`src/rtl/fsm_prob_b_steer_arb_if.sv`:
```
// Requester-side and FSM-side signals of the fsm_prob_b steering arbiter.
// The slave modport is the arbiter; the master modport is requesters plus FSM.
interface fsm_prob_b_steer_arb_if #(
  parameter int NREQ = 2
);
  logic [NREQ-1:0]   req;
  logic [2*NREQ-1:0] tgt;
  logic [NREQ-1:0]   gnt;
  logic [NREQ-1:0]   done;
  logic              busy;
  logic              fsm_i;
  logic              fsm_j;
  logic              fsm_x;
  logic              fsm_y;
  logic              err;

  modport master (
    output req, tgt, fsm_x, fsm_y,
    input  gnt, done, busy, fsm_i, fsm_j, err
  );

  modport slave (
    input  req, tgt, fsm_x, fsm_y,
    output gnt, done, busy, fsm_i, fsm_j, err
  );
endinterface

```
`src/rtl/fsm_prob_b_steer_arb.sv`:
```
// Round-robin arbiter that shares the fsm_prob_b Moore FSM among NREQ requesters,
// steering it to each requested state along the shortest path via a shadow model.
module fsm_prob_b_steer_arb #(
  parameter int NREQ = 2
) (
  input  logic                  clk,
  input  logic                  rstn,
  fsm_prob_b_steer_arb_if.slave bus
);

  localparam int PW = (NREQ > 1) ? $clog2(NREQ) : 1;

  typedef enum logic [1:0] {ST_A = 2'd0, ST_B = 2'd1, ST_C = 2'd2, ST_D = 2'd3} fsm_st_e;
  typedef enum logic {IDLE = 1'b0, STEER = 1'b1} ctl_e;

  ctl_e          ctl_q, ctl_d;
  fsm_st_e       mstate_q, mstate_d;
  fsm_st_e       target_q, target_d;
  logic [PW-1:0] ptr_q, ptr_d;
  logic [PW-1:0] owner_q, owner_d;
  logic          err_q, err_d;

  logic          pick_vld;
  logic [PW-1:0] pick_idx;
  logic          steering;
  logic [1:0]    ij;
  logic [NREQ-1:0] gnt;
  logic [NREQ-1:0] done;

  // {i,j} that moves the FSM one hop along the shortest path from cur to tgt.
  function automatic logic [1:0] step(input fsm_st_e cur, input fsm_st_e tgt);
    logic [1:0] r;
    r = 2'b00;
    unique case (cur)
      ST_A: r = (tgt == ST_A) ? 2'b00 : 2'b10;
      ST_B: r = (tgt == ST_B || tgt == ST_C) ? 2'b10 : 2'b00;
      ST_C: r = (tgt == ST_B) ? 2'b10 : (tgt == ST_C) ? 2'b01 : 2'b00;
      ST_D: r = (tgt == ST_A) ? 2'b00 : (tgt == ST_D) ? 2'b10 : 2'b01;
    endcase
    return r;
  endfunction

  function automatic fsm_st_e fsm_next(input fsm_st_e cur, input logic i, input logic j);
    fsm_st_e n;
    n = cur;
    unique case (cur)
      ST_A: n = i ? ST_B : ST_A;
      ST_B: n = i ? ST_C : ST_D;
      ST_C: n = i ? ST_B : (j ? ST_C : ST_D);
      ST_D: n = i ? ST_D : (j ? ST_C : ST_A);
    endcase
    return n;
  endfunction

  function automatic logic [1:0] exp_xy(input fsm_st_e cur);
    logic [1:0] r;
    r = 2'b10;
    unique case (cur)
      ST_A: r = 2'b11;
      ST_B: r = 2'b01;
      ST_C: r = 2'b10;
      ST_D: r = 2'b10;
    endcase
    return r;
  endfunction

  // Scan from the far end back toward ptr so the nearest request at/after ptr wins.
  always_comb begin
    int            idx;
    logic [PW-1:0] idx_b;
    pick_vld = 1'b0;
    pick_idx = '0;
    idx      = 0;
    idx_b    = '0;
    for (int off = NREQ - 1; off >= 0; off--) begin
      idx   = (int'(ptr_q) + off) % NREQ;
      idx_b = PW'(idx);
      if (bus.req[idx_b]) begin
        pick_vld = 1'b1;
        pick_idx = idx_b;
      end
    end
  end

  always_comb begin
    // NOTE: every variable gets a default before the case so no path leaves it
    // unassigned; an unassigned path in combinational logic infers a latch.
    ctl_d    = ctl_q;
    owner_d  = owner_q;
    ptr_d    = ptr_q;
    target_d = target_q;
    steering = 1'b0;
    done     = '0;
    unique case (ctl_q)
      IDLE: begin
        if (pick_vld) begin
          ctl_d    = STEER;
          owner_d  = pick_idx;
          target_d = fsm_st_e'(bus.tgt[{pick_idx, 1'b0} +: 2]);
          ptr_d    = (pick_idx == PW'(NREQ - 1)) ? '0 : pick_idx + PW'(1);
        end
      end
      STEER: begin
        if (!bus.req[owner_q]) begin
          ctl_d = IDLE;
        end else if (mstate_q == target_q) begin
          ctl_d          = IDLE;
          done[owner_q]  = 1'b1;
        end else begin
          steering = 1'b1;
        end
      end
    endcase

    // Outside an active step (idle, abort, done cycle) the FSM is walked home to A.
    ij       = steering ? step(mstate_q, target_q) : step(mstate_q, ST_A);
    mstate_d = fsm_next(mstate_q, ij[1], ij[0]);
    err_d    = err_q | ({bus.fsm_x, bus.fsm_y} != exp_xy(mstate_q));
  end

  always_comb begin
    gnt = '0;
    if (ctl_q == STEER) gnt[owner_q] = 1'b1;
  end

  always_ff @(posedge clk or negedge rstn) begin
    // NOTE: state registers use non-blocking assignments so every flop samples
    // the pre-edge values, independent of statement order.
    if (!rstn) begin
      ctl_q    <= IDLE;
      mstate_q <= ST_A;
      target_q <= ST_A;
      ptr_q    <= '0;
      owner_q  <= '0;
      err_q    <= 1'b0;
    end else begin
      ctl_q    <= ctl_d;
      mstate_q <= mstate_d;
      target_q <= target_d;
      ptr_q    <= ptr_d;
      owner_q  <= owner_d;
      err_q    <= err_d;
    end
  end

  assign bus.gnt   = gnt;
  assign bus.done  = done;
  assign bus.busy  = |gnt;
  assign bus.fsm_i = ij[1];
  assign bus.fsm_j = ij[0];
  assign bus.err   = err_q;

endmodule
```
`src/flat_wrapper.sv`:
```
// flat-port wrapper written by rule: the top's interface ports become plain ports
module fsm_prob_b_steer_arb_flat 
#(
  parameter int NREQ = 2
)
  (clk, rstn, bus_req, bus_tgt, bus_fsm_x, bus_fsm_y, bus_gnt, bus_done, bus_busy, bus_fsm_i, bus_fsm_j, bus_err);
  fsm_prob_b_steer_arb_if #(.NREQ(NREQ)) bus_i ();
  input  logic clk;
  input  logic rstn;
  input wire logic [$bits(bus_i.req)-1:0] bus_req;
  input wire logic [$bits(bus_i.tgt)-1:0] bus_tgt;
  input wire logic [$bits(bus_i.fsm_x)-1:0] bus_fsm_x;
  input wire logic [$bits(bus_i.fsm_y)-1:0] bus_fsm_y;
  output wire logic [$bits(bus_i.gnt)-1:0] bus_gnt;
  output wire logic [$bits(bus_i.done)-1:0] bus_done;
  output wire logic [$bits(bus_i.busy)-1:0] bus_busy;
  output wire logic [$bits(bus_i.fsm_i)-1:0] bus_fsm_i;
  output wire logic [$bits(bus_i.fsm_j)-1:0] bus_fsm_j;
  output wire logic [$bits(bus_i.err)-1:0] bus_err;
  assign bus_i.req = bus_req;
  assign bus_i.tgt = bus_tgt;
  assign bus_i.fsm_x = bus_fsm_x;
  assign bus_i.fsm_y = bus_fsm_y;
  assign bus_gnt = bus_i.gnt;
  assign bus_done = bus_i.done;
  assign bus_busy = bus_i.busy;
  assign bus_fsm_i = bus_i.fsm_i;
  assign bus_fsm_j = bus_i.fsm_j;
  assign bus_err = bus_i.err;
  fsm_prob_b_steer_arb #(.NREQ(NREQ)) u_core (.clk(clk), .rstn(rstn), .bus(bus_i));
endmodule
```
`config.mk`:
```
export PLATFORM = sky130hd
export DESIGN_NAME = fsm_prob_b_steer_arb_flat
export DESIGN_NICKNAME = d
export VERILOG_FILES = /design/src/rtl/fsm_prob_b_steer_arb_if.sv /design/src/rtl/fsm_prob_b_steer_arb.sv /design/src/flat_wrapper.sv
export SDC_FILE = /design/constraint.sdc
export NUM_CORES = 1
export LEC_CHECK = 0
export CORE_MARGIN = 3
export CORE_UTILIZATION = 45
export DETAILED_ROUTE_END_ITERATION = 16
export GPL_TIMING_DRIVEN = 0
export PLACE_DENSITY = 0.82
export SLEW_MARGIN = 20
export SYNTH_ARGS = -nofsm -noshare
export SYNTH_HDL_FRONTEND = slang
export SYNTH_SLANG_ARGS = --single-unit
```
`constraint.sdc`:
```
create_clock -name clk -period 2.1 [get_ports clk]
set_input_delay 0.42 -clock clk [delete_from_list [all_inputs] [get_ports clk]]
set_output_delay 0.42 -clock clk [all_outputs]
set_load 0.05 [all_outputs]
```
Word-level counts from Yosys, hierarchy flattened. Index checks and enable logic that the tools add are counted.

Flip-flop bits (word level): 8. Input port bits: 10. Output and inout bits: 8.

$add $sub $neg: 2. Order comparisons: 4. Equal/unequal tests: 8. Shift operators: 1. Muxes and demuxes: 39. Bitwise operators: 2. Reductions and logical operators: 8.

Operators with widths (number): two-way mux 2 bit (14); two-way mux 1 bit (20); one-hot mux 2 bit (4 select lines) (2); equality test 2 bit, second input constant (4); < comparator 1 x 2 -> 1 bit, second input constant (3); one-hot mux 2 bit (3 select lines) (1); equality test 2 x 1 -> 1 bit, second input constant (2); logical NOT 2 bit (2); OR reduction 2 bit (2); OR reduction 4 bit (1); indexed part select 4 x 3 -> 2 bit (1); adder 1 bit, second input constant (2); equality test 2 bit (1); inequality test 2 bit (1); one-hot mux 1 bit (2 select lines) (1); AND reduction 2 bit (1); demux 1 bit (select 1 bit) (1); greater-or-equal comparator 1 bit, second input constant (1); logical AND 1 bit (1); logical OR 1 bit (1); NOT 1 bit (1); OR 1 bit (1).

Longest topological paths before layout. Gate-level depths: netlist (run 1).

Word-level depth: 8. Gate-level depth with buffers: 6. Mapped depth without buffers: 6.

Worst setup path before layout (run 1). No wires, ideal clock.

Path type: register to output. From: register u_core.ctl_q. To: output port bus_done[1]. Arrival time: 2.581 ns. Data required time: 1.680 ns. Slack: -0.901 ns. Cell stages (with the launch flop): 3. Buffers on the path: 0. Cell sequence: dfrtp_1 > and2_1 > nor4b_1.

Word-level cells in the longest chain between the ends: 1.

Ends and longest elaborated chain: start, declared (RTL line fsm_prob_b_steer_arb.sv:16) `ctl_e ctl_q, ctl_d;`; start signal, assigned (RTL line fsm_prob_b_steer_arb.sv:137) `ctl_q <= ctl_d;`; two-way mux 2 bit (RTL line fsm_prob_b_steer_arb.sv:94) `unique case (ctl_q)`; end, declared (RTL line flat_wrapper.sv:15) `output wire logic [$bits(bus_i.done)-1:0] bus_done;`.

No other way between the ends.

Final worst setup path (run 1).
From: input port bus_req[1]. To: output port bus_fsm_i.

Word-level cells in the longest chain between the ends: 5.

Ends and longest elaborated chain: start, declared (RTL line flat_wrapper.sv:10) `input wire logic [$bits(bus_i.req)-1:0] bus_req;`; two-way mux 1 bit (implied by the code) (2 in series) (RTL line fsm_prob_b_steer_arb.sv:104) `if (!bus.req[owner_q]) begin`; two-way mux 1 bit (RTL line fsm_prob_b_steer_arb.sv:104); two-way mux 1 bit (RTL line fsm_prob_b_steer_arb.sv:94); two-way mux 2 bit (RTL line fsm_prob_b_steer_arb.sv:116) `ij = steering ? step(mstate_q, target_q) : step(mstate_q, ST_A);`; end, declared (RTL line flat_wrapper.sv:17) `output wire logic [$bits(bus_i.fsm_i)-1:0] bus_fsm_i;`.

No other way between the ends. The select of a mux whose other input is x is not followed.

==> results of run 1 <==
-- state kept, by name, indices dropped and copies added, names as in the netlist --
register	count
u_core.bus.err	1
u_core.owner_q	1
u_core.ctl_q	1
u_core.target_q	2
u_core.mstate_q	2
u_core.ptr_q	1
-- layer usage --
| layer | wire length [microns] | vias to the layer above | GRT usage | share of wire |
|---|---|---|---|---|
| met5 | 0 | - | 0 | 0 |
| met4 | 26 | 0 | 0.0542 | 0.016 |
| met3 | 99 | 6 | 0.0636 | 0.062 |
| met2 | 869 | 23 | 0.246 | 0.54 |
| met1 | 601 | 262 | 0.222 | 0.38 |
| li1 | - | 259 | - | - |
-- through the flow --
| step | total power, mW | worst slack, ns | area (sq um) |
|---|---|---|---|
| CTS | 1.46 | -0.0387 | 873 |
| global route | 1.80 | -0.0677 | 942 |
| detailed placement | 1.29 | -0.601 | 841 |
| global placement | 1.27 | -0.578 | 841 |
| floorplan | 1.08 | -0.223 | 653 |
| finish | 1.69 | -0.0288 | 942 |
-- kinds of logic (layout without fill, tap and decap cells) --
group,count (synthesis),after routing
AO/OA/AOI/OAI,17,17
XOR/XNOR,3,3
adder cells (fa/ha/maj),4,4
buffers and inverters,10,31
flip-flops,8,8
multiplexers,6,6
AND/OR/NAND/NOR,16,16
-- worst paths after layout --
path                                           end  cells past startpoint          startpoint  slack [ns]
worst max register to register  u_core.mstate_q[1]                      6  u_core.target_q[1]        0.47
worst min-delay path                  u_core.ctl_q                      1                rstn        0.44
min in group clk                      u_core.ptr_q                      1        u_core.ptr_q        0.48
worst min register to register        u_core.ptr_q                      1        u_core.ptr_q        0.48
worst max-delay path                     bus_fsm_i                      5          bus_req[1]       -0.03
max in group asynchronous       u_core.target_q[0]                      1                rstn        1.38
-- Yosys cell counts (all sizes together) (2+ instances only) --
| cell type | instances |
|---|---|
| buf | 2 |
| dfrtp | 8 |
| ha | 4 |
| inv | 7 |
| mux2 | 2 |
| mux2i | 4 |
| nand2 | 6 |
| nand2b | 2 |
| nor3 | 2 |
| o211ai | 2 |
| o21ai | 9 |
| o21bai | 2 |
| xor2 | 3 |
-- worst max-delay path, cell delays in order --
cell             delay, ns
clkdlybuf4s50_1       0.53
mux2_4                0.18
o211ai_4              0.13
a211oi_4              0.25
buf_6                 0.19
-- power groups by stage --
stage | Clock [mW] | Sequential, mW | Combinational [mW]
2_1_floorplan | 0 | 0.292 | 0.787
3_3_place_gp | 0 | 0.308 | 0.965
3_5_place_dp | 0 | 0.310 | 0.984
4_1_cts | 0.123 | 0.315 | 1.02
5_1_grt | 0.131 | 0.341 | 1.33
6_report | 0.123 | 0.328 | 1.24
-- area by class of cell --
cell class,count,area [sq um],area share
sequential,8,203,0.215
inverter,7,26.3,0.0279
tap,14,17.5,0.0186
clock buffer,3,22.5,0.0239
buffer,3,22.5,0.0239
multi-input combinational,46,478,0.507
timing repair buffer,18,173,0.183
-- repair_timing --
item	CTS	global route
endpoints found under the setup margin	6	4
pin swaps	0	2
setup buffers	0	1
gates resized for setup	28	13
==> run metrics, run 1 <==
VDD IR-drop max=0.00112 V; switching share of power=0.518; failing checks=setup timing; relative slew slack=0.643; hold-fix buffers at CTS=0; Yosys top cell by area=dfrtp_1; Placer Congestion=0.795; multiplexer share of the synthesized area=0.108; Power Density=1790 mW/mm^2; EDFF count, synth=0; H-Tree Depth=1; I/O pin count=18; Synth Instances=64; clock buffer count from CTS=3; setup tns final=-0.0288 ns; most frequent cells in the layout=9 x clkdlybuf4s50_1, 8 x o21ai_0, 6 x nand2_1, 6 x dfrtp_1, 5 x inv_1; hold_ws=0.435 ns; Clk pwr share=0.073; largest family of logic cells by synthesized area=compound AO/OA/AOI/OAI gates; Comb power frac=0.733; core region area=0.00119 sq mm; # DRC=0; top post-synthesis cells by area=dfrtp_1 33%, ha_1 8.1%, mux2i_1 6.5%; Skew-Pair Late Insertion Delay=0.26 ns; critical path fanouts, max=8; via count=550; gr ovfl total=0; final worst slack=-0.0288 ns; Starting Density=0.519; period utilisation layout=1.01; sequential area share after synthesis=0.325; Seq pwr share=0.194; Setup crit end kind=output port; first-pass GRT wire length=about 2300 microns; pin count of the biggest net entering global routing=11; area of the mapped netlist=616 sq um; post-synth top area share=0.325; synthesized-area fraction occupied by adder cells=0.0813; drt pass-1 iters=4; Synth Area in Simple Gates=0.136; most common cell after layout, fill and taps aside=clkdlybuf4s50_1; fin nets=101; PortBufs=17; RSZ-0062 raised after global routing=yes; Avg Cell Area, Syn=just under 10 sq um; Synth Area in Compound Gates=0.203; Post-Layout Cell Count=99; Vias/cell=roughly 5.6; root buffer cell=clkbuf_4; Cell variety after synth=29; status=finished, violations left; fraction of final layout cells sized beyond drive strength 1=0.353; post-synthesis xor/xnor area fraction=0.0671; Die H=43.0 microns; kind of critical path=primary input to output port; main flop type after synthesis=dfrtp_1; post-DP HPWL=965 microns; Layout Utilization=0.794; Clock Path Buffers=2; P_int=roughly 0.8 mW; Worst-Margin Slew=0.530 ns; Die ar.=0.00185 sq mm; dpl cells=95; Warnings, synthesis=0; setup violators final=1; P&R area growth vs syn=53.0%; fin. max-slew vios=0; antenna-violating nets left=0; Syn Nets=78; DR iter-0 viols=6; Total Routing Usage GR=0.166; Post-synth ARST share=1.00; clk_skew=0.00555 ns; final critical-path required period=roughly 2.1 ns; switching power=0.874 mW; register bit total from synthesis=8; CP startpoint kind=primary input; WL/cell=16.1 microns; FMAX=around 0.47 GHz; min-delay worst type=primary input to asynchronous set/reset pin; num rows=12; critical path required time=between 1.5 and 2 ns; Die W=~43 microns; detailed-route wire length=approximately 1600 microns; CTS tree=yes; max-cap violations=0; Worst-path clk slew=0.06 ns; vias in the first global route=512; P_leak=0.413 nW; antenna diode count=0; Hold Fails Final Rpt=0; initial antenna violation count=0; critical path arrival=1.71 ns; clock sink count=8; Filler cells=77
(Power assumes the default switching activity.)
==> run 2, diff against run 1 <==
Settings changed: CORE_ASPECT_RATIO set to 0.9, CORE_UTILIZATION 45 to 25, PLACE_DENSITY 0.82 to 0.53.
==> run metrics, run 2 (synthesis results as in run 1) <==
clock sink count=8; Reg2Reg Depth=7; Setup crit end kind=output port; first-pass GRT wire length=around 2200 microns; setup tns final=0 ns; Hold Fails Final Rpt=0; fraction of final layout cells sized beyond drive strength 1=0.341; CP Capture Point=bus_fsm_i; kind of critical path=flop to output port; fin. max-slew vios=0; antenna-violating nets left=0; clk_skew=0.00184 ns; Filler cells=241; setup violators final=0; VDD IR-drop max=0.000756 V; Starting Density=0.272; max-cap violations=0; clock buffer count from CTS=3; Placer Congestion=a little over 0.7; via count=511; Die W=58.3 microns; detailed-route wire length=~1200 microns; CP startpoint kind=flop; status=complete, no violations; hold-fix buffers at CTS=0; Skew-Pair Late Insertion Delay=~0.24 ns; P&R area growth vs syn=47.8%; most frequent cells in the layout=8 x o21ai_0, 8 x clkdlybuf4s50_1, 6 x nand2_1, 6 x dfrtp_1, 5 x inv_1; critical path required time=~1.7 ns; # DRC=0; hold_ws=0.454 ns; fin nets=between 100 and 150; antenna diode count=0; routing usage on met2=0.132; Worst-Margin Slew=0.497 ns; CP startpoint=u_core.target_q[1]; GR Layer Usage met3=0.00976; root buffer cell=clkbuf_4; core region area=0.00226 sq mm; met1 usage=0.134; H-Tree Depth=1; gr ovfl total=0; Die ar.=0.00309 sq mm; gr busiest metal=met1; Clock Path Buffers=2; Power Density=between 1500 and 2000 mW/mm^2; Die H=53.1 microns; final critical-path required period=between 2 and 2.5 ns; post-DP HPWL=974 microns; placed instance area=857 sq um; Layout Utilization=0.402; dpl cells=~110; drt pass-1 iters=4; relative slew slack=0.668; I/O pin count=18; RSZ-0062 raised after global routing=yes; worst r2r src=u_core.target_q[0]; Total Routing Usage GR=0.0952; Largest regs=u_core.mstate_q (2), u_core.target_q (2); WL/cell=approximately 11 microns; Worst-path clk slew=around 0.050 ns; r2r setup slk=0.36 ns; Post-Layout Cell Count=112; period utilisation layout=0.991; vias in the first global route=about 500; CTS tree=yes; min-delay worst type=primary input to asynchronous set/reset pin; P_leak=0.412 nW; pin count of the biggest net entering global routing=11; critical path fanouts, max=5; dpl ws=-0.604 ns; critical path arrival=roughly 1.7 ns; FMAX=roughly 0.48 GHz; DR iter-0 viols=5; Vias/cell=4.56; initial antenna violation count=0; Pwr Total=about 1.5 mW; PortBufs=17; final worst slack=0.0179 ns; design area=910 sq um; num rows=16; reg2reg end=u_core.mstate_q[1]
==> run 2: what timing repair did <==
action / 4_1_cts / 5_1_grt
setup buffers: 0 / 1
gates resized for setup: 30 / 5
gates cloned: 0 / 0
setup endpoints to repair: 6 / 4
pin swaps: 0 / 1
==> run 2: worst max-delay path, cell delays in order (launching register included) <==
cell	delay, ns
dfrtp_2	0.43
inv_2	0.07
ha_4	0.28
mux2i_2	0.07
o2bb2ai_2	0.15
a211oi_4	0.22
buf_6	0.19
==> run 2: area by class of cell <==
| cell class | instances | area [sq um] | area share |
|---|---|---|---|
| Multi-Input combinational cell | 46 | 427 | 0.469 |
| Sequential cell | 8 | 203 | 0.223 |
| Timing Repair Buffer | 18 | 175 | 0.193 |
| Tap cell | 27 | 33.8 | 0.0371 |
| Inverter | 7 | 26.3 | 0.0289 |
| Clock buffer | 3 | 22.5 | 0.0248 |
| Buffer | 3 | 22.5 | 0.0248 |
==> run 2: power breakdown <==
part / internal, mW / switching [mW]
Combinational: 0.443 / 0.623
Clock: 0.0649 / 0.0456
Sequential: 0.228 / 0.0859
==> run 2: worst min-delay path by stage <==
stage	depth (start not counted)	from	slack [ns]	endpoint
6_report	1	rstn	0.45	u_core.ptr_q
5_1_grt	1	rstn	0.46	u_core.ctl_q
4_1_cts	1	rstn	0.46	u_core.ptr_q
3_5_place_dp	1	u_core.bus.err	0.46	u_core.bus.err
3_3_place_gp	1	u_core.ptr_q	0.45	u_core.ptr_q
2_1_floorplan	0	rstn	0.12	u_core.bus.err
==> run 2: per-layer routing <==
| metal | share of wire | vias to the layer above |
|---|---|---|
| li1 | - | 264 |
| met4 | 0 | 0 |
| met2 | 0.48 | 10 |
| met5 | 0 | - |
| met1 | 0.47 | 237 |
| met3 | 0.048 | 0 |
==> run 3, diff against run 2 <==
Settings changed: SKIP_LAST_GASP set to 1.
==> run metrics, run 3 (synthesis results as in run 1) <==
P_leak=0.396 nW; period utilisation layout=1.00; Vias/cell=4.56; Hold Fails Final Rpt=0; CTS tree=yes; Critical-path top delay cell=dfrtp_2; Buf/Inv on CP=2; first-pass GRT wire length=2200 microns; final critical-path required period=between 2 and 2.5 ns; min-delay worst type=primary input to asynchronous set/reset pin; clock sink count=8; # DRC=0; most common cell after layout, fill and taps aside=clkdlybuf4s50_1; clk_skew=0.00159 ns; Largest regs=u_core.mstate_q (2), u_core.target_q (2); num rows=16; max-cap violations=0; Worst-path clk slew=0.05 ns; cell breakdown of the critical path=inv_1 -> ha_4 -> mux2i_1 -> o2bb2ai_2 -> a211oi_4 -> buf_6; gr ovfl total=0; core region area=around 0.0023 sq mm; Clock Path Buffers=2; Placer Congestion=0.719; Power Density=1630 mW/mm^2; Die ar.=0.00309 sq mm; Starting Density=0.272; FMAX=0.476 GHz; post-DP HPWL=974 microns; vias in the first global route=a little over 500; initial antenna violation count=0; status=finished, violations left; placed instance area=around 860 sq um; fin nets=101; Pwr Total=1.47 mW; RSZ-0062 raised after global routing=yes; critical path arrival=about 1.7 ns; antenna-violating nets left=0; setup violators final=1; Setup crit end kind=output port; relative slew slack=0.668; failing checks=setup timing; CP startpoint kind=flop; critical path fanouts, max=5; VDD IR-drop max=around 0.00075 V; clock buffer count from CTS=3; kind of critical path=flop to output port; drt pass-1 iters=3; Die W=58.3 microns; pin count of the biggest net entering global routing=11; PortBufs=17; antenna diode count=0; Die H=53.1 microns; delay-heaviest family, CP=flip-flops; detailed-route wire length=1240 microns; DR iter-0 viols=6; Worst-Margin Slew=about 0.50 ns; fraction of final layout cells sized beyond drive strength 1=0.318; H-Tree Depth=1; most frequent cells in the layout=10 x clkdlybuf4s50_1, 8 x o21ai_0, 6 x inv_1, 6 x nand2_1, 6 x dfrtp_1; WL/cell=11.0 microns; fin. max-slew vios=0; critical path required time=1.68 ns; I/O pin count=18; Skew-Pair Late Insertion Delay=0.24 ns; root buffer cell=clkbuf_4; P&R area growth vs syn=46.3%; Total Routing Usage GR=0.0952; crit-path max cell delay=0.42 ns; design area=901 sq um; via count=511; final worst slack=-0.000629 ns
## run 3: metrics by stage
step / utilization / setup TNS (ns) / cells / setup WS [ns] / hold WS, ns
2_1_floorplan: - / -0.223 / 64 / -0.223 / 0.124
3_3_place_gp: 0.379 / -1.97 / 108 / -0.622 / 0.452
3_5_place_dp: 0.379 / -1.94 / 108 / -0.604 / 0.456
4_1_cts: 0.396 / -0.0493 / 111 / -0.0493 / 0.462
5_1_grt: 0.398 / -0.199 / 112 / -0.111 / 0.463
6_report: 0.398 / -0.000629 / 112 / -0.000629 / 0.453
## run 3: cell type report
type / instances / area (sq um)
Fill cell: 240 / 1360
Timing Repair Buffer: 18 / 170
Multi-Input combinational cell: 46 / 423
Inverter: 7 / 26.3
Clock buffer: 3 / 22.5
Buffer: 3 / 22.5
Sequential cell: 8 / 203
Tap cell: 27 / 33.8
## run 3: worst reg2reg max path, delay by kind of cell (launching register included)
kind            cells  cell delay (ns)
mux                 2             0.46
flops               1             0.44
buf+inv             2             0.30
compound gates      2             0.23
fa+ha+maj           1             0.22
## run 3: timing repair
| action | 4_1_cts | 5_1_grt |
|---|---|---|
| pin swaps | 0 | 1 |
| endpoints found under the setup margin | 6 | 4 |
| hold buffers | 0 | 0 |
| gates resized for setup | 28 | 3 |
| setup buffers | 0 | 1 |
## run 3: path summary, 6_finish.rpt
check                                   start                 end  slack, ns  depth (start not counted)
min in group clk               u_core.bus.err      u_core.bus.err       0.47                          1
hold reg to reg                u_core.bus.err      u_core.bus.err       0.47                          1
setup / recovery           u_core.target_q[0]           bus_fsm_i    -0.0006                          6
hold / removal                           rstn        u_core.ptr_q       0.45                          1
max in group asynchronous                rstn  u_core.target_q[0]       1.36                          1
setup reg to reg           u_core.target_q[0]  u_core.mstate_q[1]       0.33                          7
## run 3: metal layers
| metal | global-route usage | part of all wire | vias up |
|---|---|---|---|
| li1 | - | - | 264 |
| met1 | 0.134 | 0.48 | 237 |
| met2 | 0.132 | 0.47 | 10 |
| met3 | 0.00976 | 0.042 | 0 |
| met4 | 0.0695 | 0 | 0 |
| met5 | 0 | 0 | - |
## run 3: power by group
part	total [mW]	switching, mW	internal, mW
Clock	0.110	0.0455	0.0649
Sequential	0.314	0.0854	0.228
Combinational	1.04	0.614	0.430
